[src/rtl/wb_arbiter.sv]
// Write-back arbiter: MEM results take the register write port first, buffered divider results fill idle slots.
// Writes are registered (1 cycle); divider results are back-pressured with div_ready_o when the buffer is full.
module wb_arbiter #(
    parameter int DATA_WIDTH     = 32,
    parameter int REG_ADDR_WIDTH = 5,
    parameter int DIV_FIFO_DEPTH = 2
) (
    input  logic                         clk,
    input  logic                         rst_n,
    input  logic                         mem_wr_en_i,
    input  logic [REG_ADDR_WIDTH-1:0]    mem_wr_addr_i,
    input  logic [DATA_WIDTH-1:0]        mem_wr_data_i,
    input  logic                         div_issue_i,
    input  logic [REG_ADDR_WIDTH-1:0]    div_issue_addr_i,
    input  logic                         div_valid_i,
    input  logic [REG_ADDR_WIDTH-1:0]    div_addr_i,
    input  logic [DATA_WIDTH-1:0]        div_data_i,
    output logic                         div_ready_o,
    output logic                         reg_wr_en_o,
    output logic [REG_ADDR_WIDTH-1:0]    reg_wr_addr_o,
    output logic [DATA_WIDTH-1:0]        reg_wr_data_o,
    output logic [2**REG_ADDR_WIDTH-1:0] busy_o
);

    localparam int NREG = 2**REG_ADDR_WIDTH;

    typedef struct packed {
        logic [REG_ADDR_WIDTH-1:0] addr;
        logic [DATA_WIDTH-1:0]     data;
    } div_entry_t;

    div_entry_t          push_dat;
    div_entry_t          head_dat;
    logic                fifo_empty;
    logic                fifo_full;
    logic                mem_sel;
    logic                div_push;
    logic                div_pop;
    logic                head_wr;
    logic [NREG-1:0]     busy_nxt;

    // An x0 destination from MEM is a bubble, so the slot goes to the buffer.
    assign mem_sel     = mem_wr_en_i && (mem_wr_addr_i != '0);
    assign div_ready_o = !fifo_full;
    assign div_push    = div_valid_i && div_ready_o;
    assign div_pop     = !mem_sel && !fifo_empty;
    assign head_wr     = div_pop && (head_dat.addr != '0);

    assign push_dat.addr = div_addr_i;
    assign push_dat.data = div_data_i;

    wb_arbiter_fifo #(
        .WIDTH ($bits(div_entry_t)),
        .DEPTH (DIV_FIFO_DEPTH)
    ) u_div_fifo (
        .clk      (clk),
        .rst_n    (rst_n),
        .push     (div_push),
        .push_dat (push_dat),
        .pop      (div_pop),
        .head_dat (head_dat),
        .empty    (fifo_empty),
        .full     (fifo_full)
    );

    always_ff @(posedge clk or negedge rst_n) begin
        if (!rst_n) begin
            reg_wr_en_o   <= 1'b0;
            reg_wr_addr_o <= '0;
            reg_wr_data_o <= '0;
        end else if (mem_sel) begin
            reg_wr_en_o   <= 1'b1;
            reg_wr_addr_o <= mem_wr_addr_i;
            reg_wr_data_o <= mem_wr_data_i;
        end else if (head_wr) begin
            reg_wr_en_o   <= 1'b1;
            reg_wr_addr_o <= head_dat.addr;
            reg_wr_data_o <= head_dat.data;
        end else begin
            reg_wr_en_o   <= 1'b0;
        end
    end

    // Clear first, then set, so a re-issue to the register being retired keeps it busy.
    always_comb begin
        busy_nxt = busy_o;
        if (head_wr) begin
            busy_nxt[head_dat.addr] = 1'b0;
        end
        if (div_issue_i && (div_issue_addr_i != '0)) begin
            busy_nxt[div_issue_addr_i] = 1'b1;
        end
        busy_nxt[0] = 1'b0;
    end

    always_ff @(posedge clk or negedge rst_n) begin
        if (!rst_n) begin
            busy_o <= '0;
        end else begin
            busy_o <= busy_nxt;
        end
    end

endmodule

// Small synchronous FIFO holding buffered divider results in arrival order.
// Head is visible combinationally; full refuses push regardless of a same-cycle pop.
module wb_arbiter_fifo #(
    parameter int WIDTH = 8,
    parameter int DEPTH = 2
) (
    input  logic             clk,
    input  logic             rst_n,
    input  logic             push,
    input  logic [WIDTH-1:0] push_dat,
    input  logic             pop,
    output logic [WIDTH-1:0] head_dat,
    output logic             empty,
    output logic             full
);

    localparam int PW = (DEPTH > 1) ? $clog2(DEPTH) : 1;
    localparam int CW = $clog2(DEPTH + 1);

    logic [WIDTH-1:0] mem [DEPTH];
    logic [PW-1:0]    wr_ptr;
    logic [PW-1:0]    rd_ptr;
    logic [CW-1:0]    count;
    logic             do_push;
    logic             do_pop;

    assign empty    = (count == '0);
    assign full     = (count == CW'(DEPTH));
    assign do_push  = push && !full;
    assign do_pop   = pop && !empty;
    assign head_dat = mem[rd_ptr];

    always_ff @(posedge clk) begin
        if (do_push) begin
            mem[wr_ptr] <= push_dat;
        end
    end

    always_ff @(posedge clk or negedge rst_n) begin
        if (!rst_n) begin
            wr_ptr <= '0;
            rd_ptr <= '0;
            count  <= '0;
        end else begin
            if (do_push) begin
                wr_ptr <= (wr_ptr == PW'(DEPTH - 1)) ? '0 : wr_ptr + 1'b1;
            end
            if (do_pop) begin
                rd_ptr <= (rd_ptr == PW'(DEPTH - 1)) ? '0 : rd_ptr + 1'b1;
            end
            case ({do_push, do_pop})
                2'b10:   count <= count + 1'b1;
                2'b01:   count <= count - 1'b1;
                default: count <= count;
            endcase
        end
    end

endmodule

[config.mk]
export PLATFORM = sky130hd
export DESIGN_NAME = wb_arbiter
export DESIGN_NICKNAME = d
export VERILOG_FILES = /design/src/rtl/wb_arbiter.sv
export SDC_FILE = /design/constraint.sdc
export NUM_CORES = 1
export LEC_CHECK = 0
export BUFFER_PORTS_ARGS = -buffer_cell sky130_fd_sc_hd__buf_2
export CAP_MARGIN = 40
export CORE_UTILIZATION = 40
export CTS_CLUSTER_SIZE = 20
export DETAILED_ROUTE_END_ITERATION = 10
export SLEW_MARGIN = 15
export SYNTH_ARGS = -nofsm -noshare
export SYNTH_HDL_FRONTEND = slang
export SYNTH_SLANG_ARGS = --single-unit
[constraint.sdc]
create_clock -name clk -period 3.6 [get_ports clk]
set_input_delay 0.54 -clock clk [delete_from_list [all_inputs] [get_ports clk]]
set_output_delay 0.54 -clock clk [all_outputs]
set_load 0.05 [all_outputs]
==> metrics.txt, run 1 <==
fin crit period=2.63 ns; Worst Path Arrival=2.93 ns; CP Cell Sequence=nor3_1, o22a_1, o21ai_4, buf_4, mux2_2; post-DP HPWL=10500 um; DRT antenna net count=0; Initial Util=0.412; drt first pass iters=5; Inserted Clock Buffers=17; Yosys warnings=0; Max-Cap Viols=0; Main synth FF type=edfxtp_1; Post-synth ARST share=0.497; vias in the first global route=4304; TritonCTS clock tree=yes; Worst Path Max Fanout=26; WP buf/inv=1; initial DRC count=241; post-DR vias/cell=about 5.2; CTS HTree Levels=4; CP Launch Type=flop; synthesized net count=roughly 500; area of the mapped netlist=0.00630 mm^2; Final GP Congestion=0.792; final wirelength=14800 um; worst r2r path cells=5; largest stage delay on the critical path=0.72 ns; post-synthesis cell type count=41; post-CTS sizing=0; Post-Synthesis Mean Instance Area=15.0 um^2; CTS Sinks=around 150; Slew Viols, Final=0; Layout area overhead=26.4%; Post-CTS Hold Fix Bufs=0; sequential share of power=0.356; # IOs=155; outcome=completed; Hold Path Class=input pin to asynchronous set/reset pin; Core ar.=0.0153 mm^2; worst setup path class=flop to flop; Leakage=between 3 and 4 nW; Combinational Power Share=0.401; Crit. path cell count=5; fillers=1345; setup TNS=0 ns; initial antenna violation count=1; RSZ-0062 raised after global routing=no; Finish-stage setup viols=0; Post-CTS Setup Bufs=0; Sequential cell area=0.00405 mm^2; number of synthesized flops with an enable pin=74; period utilization=0.731; setup clock skew after layout=0.0123 ns; gr usage total=0.189; CP top delay family=compound AO/OA/AOI/OAI gates; share of cells above drive strength 1=0.478; Post-Place Cell Area=roughly 0.0074 mm^2; Critical Path Sink Type=flop; drc violations=0; power per cell area=944 mW/mm^2; Final Util=0.521; Rel. slew slack=0.353; #FFs+latches synth=147; clk_lat worst skew=0.42 ns; P_int=between 4 and 5 mW; NetSw=approximately 3 mW; CTS clk-pin slew, worst paths=0.06 ns; global-route wire length before repair=~23000 um; total gr overflow=0; row cnt=45; fmax=0.380 GHz; Post-Synthesis Cells=~420; reg-to-reg slack, setup=0.97 ns; clock buffer depth=2; IO buf count=153; Hold Worst Slack=0.0885 ns; Worst-Margin Slew=0.971 ns; most common cell after layout, fill and taps aside=buf_2; worst endpoint required time=3.90 ns; die width=128 um; Hold Vio Cnt, Final=0; Worst IR Drop VDD=0.422 mV; Die ar.=about 0.016 mm^2; multi-input combinational cell area=0.00213 mm^2; power share of the clock group=0.243; register area share after synthesis=0.642; sw frac=0.409; most frequent cells in the layout=buf_2, mux2_2, edfxtp_1; Final #Nets=666; via count=between 4000 and 5000; post-route design area=around 0.008 mm^2; largest net degree at the start of global routing=40; Die H=between 100 and 150 um; routed length per instance=around 18 um; CTS root buffer=clkbuf_16; highest-delay cell along the critical path=dfrtp_2
-- final cells by class --
cell class                      count  area share
Tap cell                          211      0.0331
Multi-Input combinational cell    243       0.267
Inverter                            9     0.00424
Clock inverter                     12      0.0224
Sequential cell                   147       0.508
Timing Repair Buffer              163       0.110
Clock buffer                       20      0.0548
Antenna cell                        1    0.000314
-- worst reg2reg max path, delay by kind of cell (launching register included) --
kind            cells  cell delay, ns
simple gates        1            0.18
compound gates      2            0.79
flops               1            0.72
mux                 1            0.39
buf+inv             1            0.44
-- routing by layer --
| metal | share of wire | vias to the layer above | track usage |
|---|---|---|---|
| met4 | 0.014 | 0 | 0.0784 |
| met1 | 0.44 | 2125 | 0.241 |
| met3 | 0.055 | 12 | 0.0498 |
| li1 | - | 1956 | - |
| met2 | 0.50 | 135 | 0.305 |
| met5 | 0 | - | 0 |
-- per-stage QoR --
| stage | setup WS, ns | power, mW | instances |
|---|---|---|---|
| 6_report | 0.969 | 7.52 | 806 |
| 5_1_grt | 0.843 | 7.87 | 805 |
| 4_1_cts | 0.920 | 7.60 | 805 |
| 3_5_place_dp | 0.943 | 5.75 | 773 |
| 3_3_place_gp | 1.00 | 5.64 | 770 |
| 2_1_floorplan | 0.521 | 4.91 | 421 |
-- sequential cells by signal, summed over array words and instances, names as in the netlist --
signal,count
busy_o,31
reg_wr_addr_o,5
reg_wr_data_o,32
reg_wr_en_o,1
u_div_fifo.count,2
u_div_fifo.mem,74
u_div_fifo.rd_ptr,1
u_div_fifo.wr_ptr,1
-- logic make-up (layout without fill, tap and decap cells) --
family	count (synthesis)	in the layout	share of synthesized area
flops	147	147	0.642
mux	107	107	0.190
compound gates	76	76	0.0869
simple gates	53	53	0.0478
buf+inv	31	204	0.0232
xor+xnor	5	5	0.00695
fa+ha+maj	1	1	0.00198
other cells	1	2	0.000595
-- synth_stat cells, types with 4 or more instances --
library cell  count  share of area
buf_2             6         0.0048
clkbuf_1         10         0.0060
dfrtp_1          73           0.29
edfxtp_1         74           0.35
inv_1             9         0.0054
mux2_1           19          0.034
mux2_2           84           0.15
mux2i_1           4         0.0064
nand2_1          14         0.0083
nand3b_1          4         0.0048
nor2_1            9         0.0054
nor3b_1           4         0.0048
o21ai_0          34          0.027
o221ai_1          5         0.0069
o41ai_1          27          0.038
-- final timing paths --
path	start	to
min reg2reg	reg_wr_data_o[5]	reg_wr_data_o[5]
min	rst_n	busy_o[4]
max	u_div_fifo.rd_ptr	reg_wr_data_o[6]
max reg2reg	u_div_fifo.rd_ptr	reg_wr_data_o[6]
min in group clk	div_data_i[7]	u_div_fifo.mem[1][7]
max in group asynchronous	rst_n	reg_wr_addr_o[2]
-- power groups by stage --
stage	Sequential [mW]	Combinational, mW	Clock [mW]
3_5_place_dp	2.70	3.04	0
5_1_grt	2.73	3.18	1.95
4_1_cts	2.68	3.05	1.88
6_report	2.68	3.02	1.83
3_3_place_gp	2.68	2.96	0
2_1_floorplan	3.79	1.12	0
(Power assumes the default switching activity.)
==> inputs of run 2 (changes only) <==
- clock period: 3.6 -> 2.65 ns (I/O delays scaled with it)
==> run 2 against run 1 <==
  * Critical path depth unchanged
  * Clock skew fell by 0.0039 ns
  * Final cell count up 0.62%
  * Worst hold slack improved by 0.074 ns
  * Core utilization increased by 0.29 points
  * Clock power up 33%
  * Non-clock buffer count is 6 higher
  * Clock-buffer cell count is 2 higher
  * Total power grew 36%
  * Fmax rose by 17%
  * Sequential power is 34% higher
  * Critical endpoint unchanged
  * Largest power group unchanged
==> metrics.txt, run 2 (synthesized netlist as in run 1, its figures left out) <==
RR Startpoint=u_div_fifo.rd_ptr; Hold Vio Cnt, Final=0; Hold Path Class=input pin to flop; Critical Path Sink Type=flop; clock buffer depth=2; Post-CTS Hold Fix Bufs=1; Max-Cap Viols=0; highest-delay cell along the critical path=o21ai_4; CP Launch Type=flop; Finish-stage setup viols=0; Core ar.=0.0153 mm^2; NetSw=4.19 mW; Final GP Congestion=0.825; DRT antenna net count=0; power per cell area=between 1000 and 1500 mW/mm^2; worst endpoint required time=2.95 ns; setup clock skew after layout=0.00841 ns; TritonCTS clock tree=yes; routed length per instance=approximately 18 um; period utilization=0.851; Rel. slew slack=0.550; largest reg by FF count=u_div_fifo.mem; Worst IR Drop VDD=0.663 mV; WP buf/inv=1; CTS HTree Levels=4; IO buf count=153; Hold Path End=u_div_fifo.mem[0][17]; setup TNS=0 ns; vias in the first global route=4294; Crit. path cell count=5; post-CTS sizing=0; # IOs=155; outcome=completed; fmax=0.443 GHz; Final Util=0.523; reg-to-reg slack, setup=0.39 ns; Worst Path Arrival=2.56 ns; multi-input combinational cell area=roughly 0.0021 mm^2; Final #Nets=around 670; fin crit period=2.26 ns; worst reg2reg path endpoint=reg_wr_data_o[6]; initial DRC count=~210; total gr overflow=0; max reg flops=74; CP top delay family=compound AO/OA/AOI/OAI gates; Sequential cell area=0.00405 mm^2; most common cell after layout, fill and taps aside=buf_2; drc violations=0; post-DR vias/cell=5.29; Combinational Power Share=0.411; row cnt=45; share of cells above drive strength 1=0.482; most frequent cells in the layout=buf_2, mux2_2, edfxtp_1; CP Cell Sequence=nor3b_1, o22a_1, o21ai_4, buf_12, mux2_2; Initial Util=0.412; largest stage delay on the critical path=0.53 ns; die width=128 um; Worst Path Max Fanout=22; Layout area overhead=27.1%; final wirelength=14800 um; drt first pass iters=4; Top Registers=u_div_fifo.mem x74, reg_wr_data_o x32, busy_o x31; CTS root buffer=clkbuf_16; worst hold path cell count=1; worst r2r path cells=5; Leakage=3.30 nW; power share of the clock group=0.238; RSZ-0062 raised after global routing=no; via count=4289; fillers=1326; Die ar.=~0.016 mm^2; gr usage total=0.187; Worst-Margin Slew=0.668 ns; P_int=about 6 mW; CTS clk-pin slew, worst paths=0.06 ns; n_diodes=0; hold wc startpoint=div_data_i[17]; largest net degree at the start of global routing=slightly above 40; post-DP HPWL=10300 um; initial antenna violation count=0; Slew Viols, Final=0; Die H=between 100 and 150 um; Inserted Clock Buffers=17; Post-CTS Setup Bufs=0; worst setup path class=flop to flop; sequential share of power=0.351; CTS Sinks=147; global-route wire length before repair=22600 um; sw frac=0.410; clk_lat worst skew=0.42 ns
==> run 2: how the worst max path moves through the flow <==
stage                                    from              endpoint  slack, ns
after floorplan           u_div_fifo.count[0]  u_div_fifo.mem[0][0]       0.18
after global placement      u_div_fifo.rd_ptr     reg_wr_data_o[11]       0.46
after detailed placement    u_div_fifo.rd_ptr     reg_wr_data_o[18]       0.38
after CTS                   u_div_fifo.rd_ptr      reg_wr_data_o[6]       0.39
after global routing        u_div_fifo.rd_ptr      reg_wr_data_o[6]       0.30
final                       u_div_fifo.rd_ptr      reg_wr_data_o[6]       0.39
==> run 2: power by group through the flow <==
stage | clock network (mW) | registers [mW] | logic (mW)
detailed placement | 0 | 3.62 | 4.24
finish | 2.43 | 3.59 | 4.21
floorplan | 0 | 5.14 | 1.53
global placement | 0 | 3.60 | 4.17
CTS | 2.49 | 3.59 | 4.25
global route | 2.57 | 3.67 | 4.44
==> run 2: cell type report <==
cell class                 instances  area share
multi-input combinational        243       0.266
sequential                       147       0.505
clock buffer                      22      0.0579
timing repair buffer             169       0.117
clock inverter                    10      0.0167
inverter                           9     0.00421
tap                              211      0.0329
==> run 2: stage by stage <==
stage               hold WS [ns]  worst slack [ns]  cells  instance area, um^2  power (mW)
floorplan                  0.102             0.178    421                 6310        6.67
CTS                        0.140             0.387    811                 8020        10.3
detailed placement         0.425             0.380    778                 7410        7.86
global placement           0.409             0.459    778                 7410        7.77
global route               0.144             0.303    811                 8020        10.7
finish                     0.163             0.394    811                 8020        10.2
==> run 2: worst reg2reg max path, stage by stage, from the launching register on <==
cell and delay, ns:
dfrtp_2 0.52, nor3b_1 0.21, o22a_1 0.25, o21ai_4 0.53
buf_12 0.28, mux2_2 0.37
==> run 2: layer usage <==
metal  vias to the layer above  wire (um)  GRT usage  part of all wire
met4                         0        289     0.0819             0.020
li1                       1960          -          -                 -
met2                       155       7030      0.295              0.48
met1                      2151       6460      0.238              0.44
met3                        23       1010     0.0578             0.068
met5                         -          0          0                 0
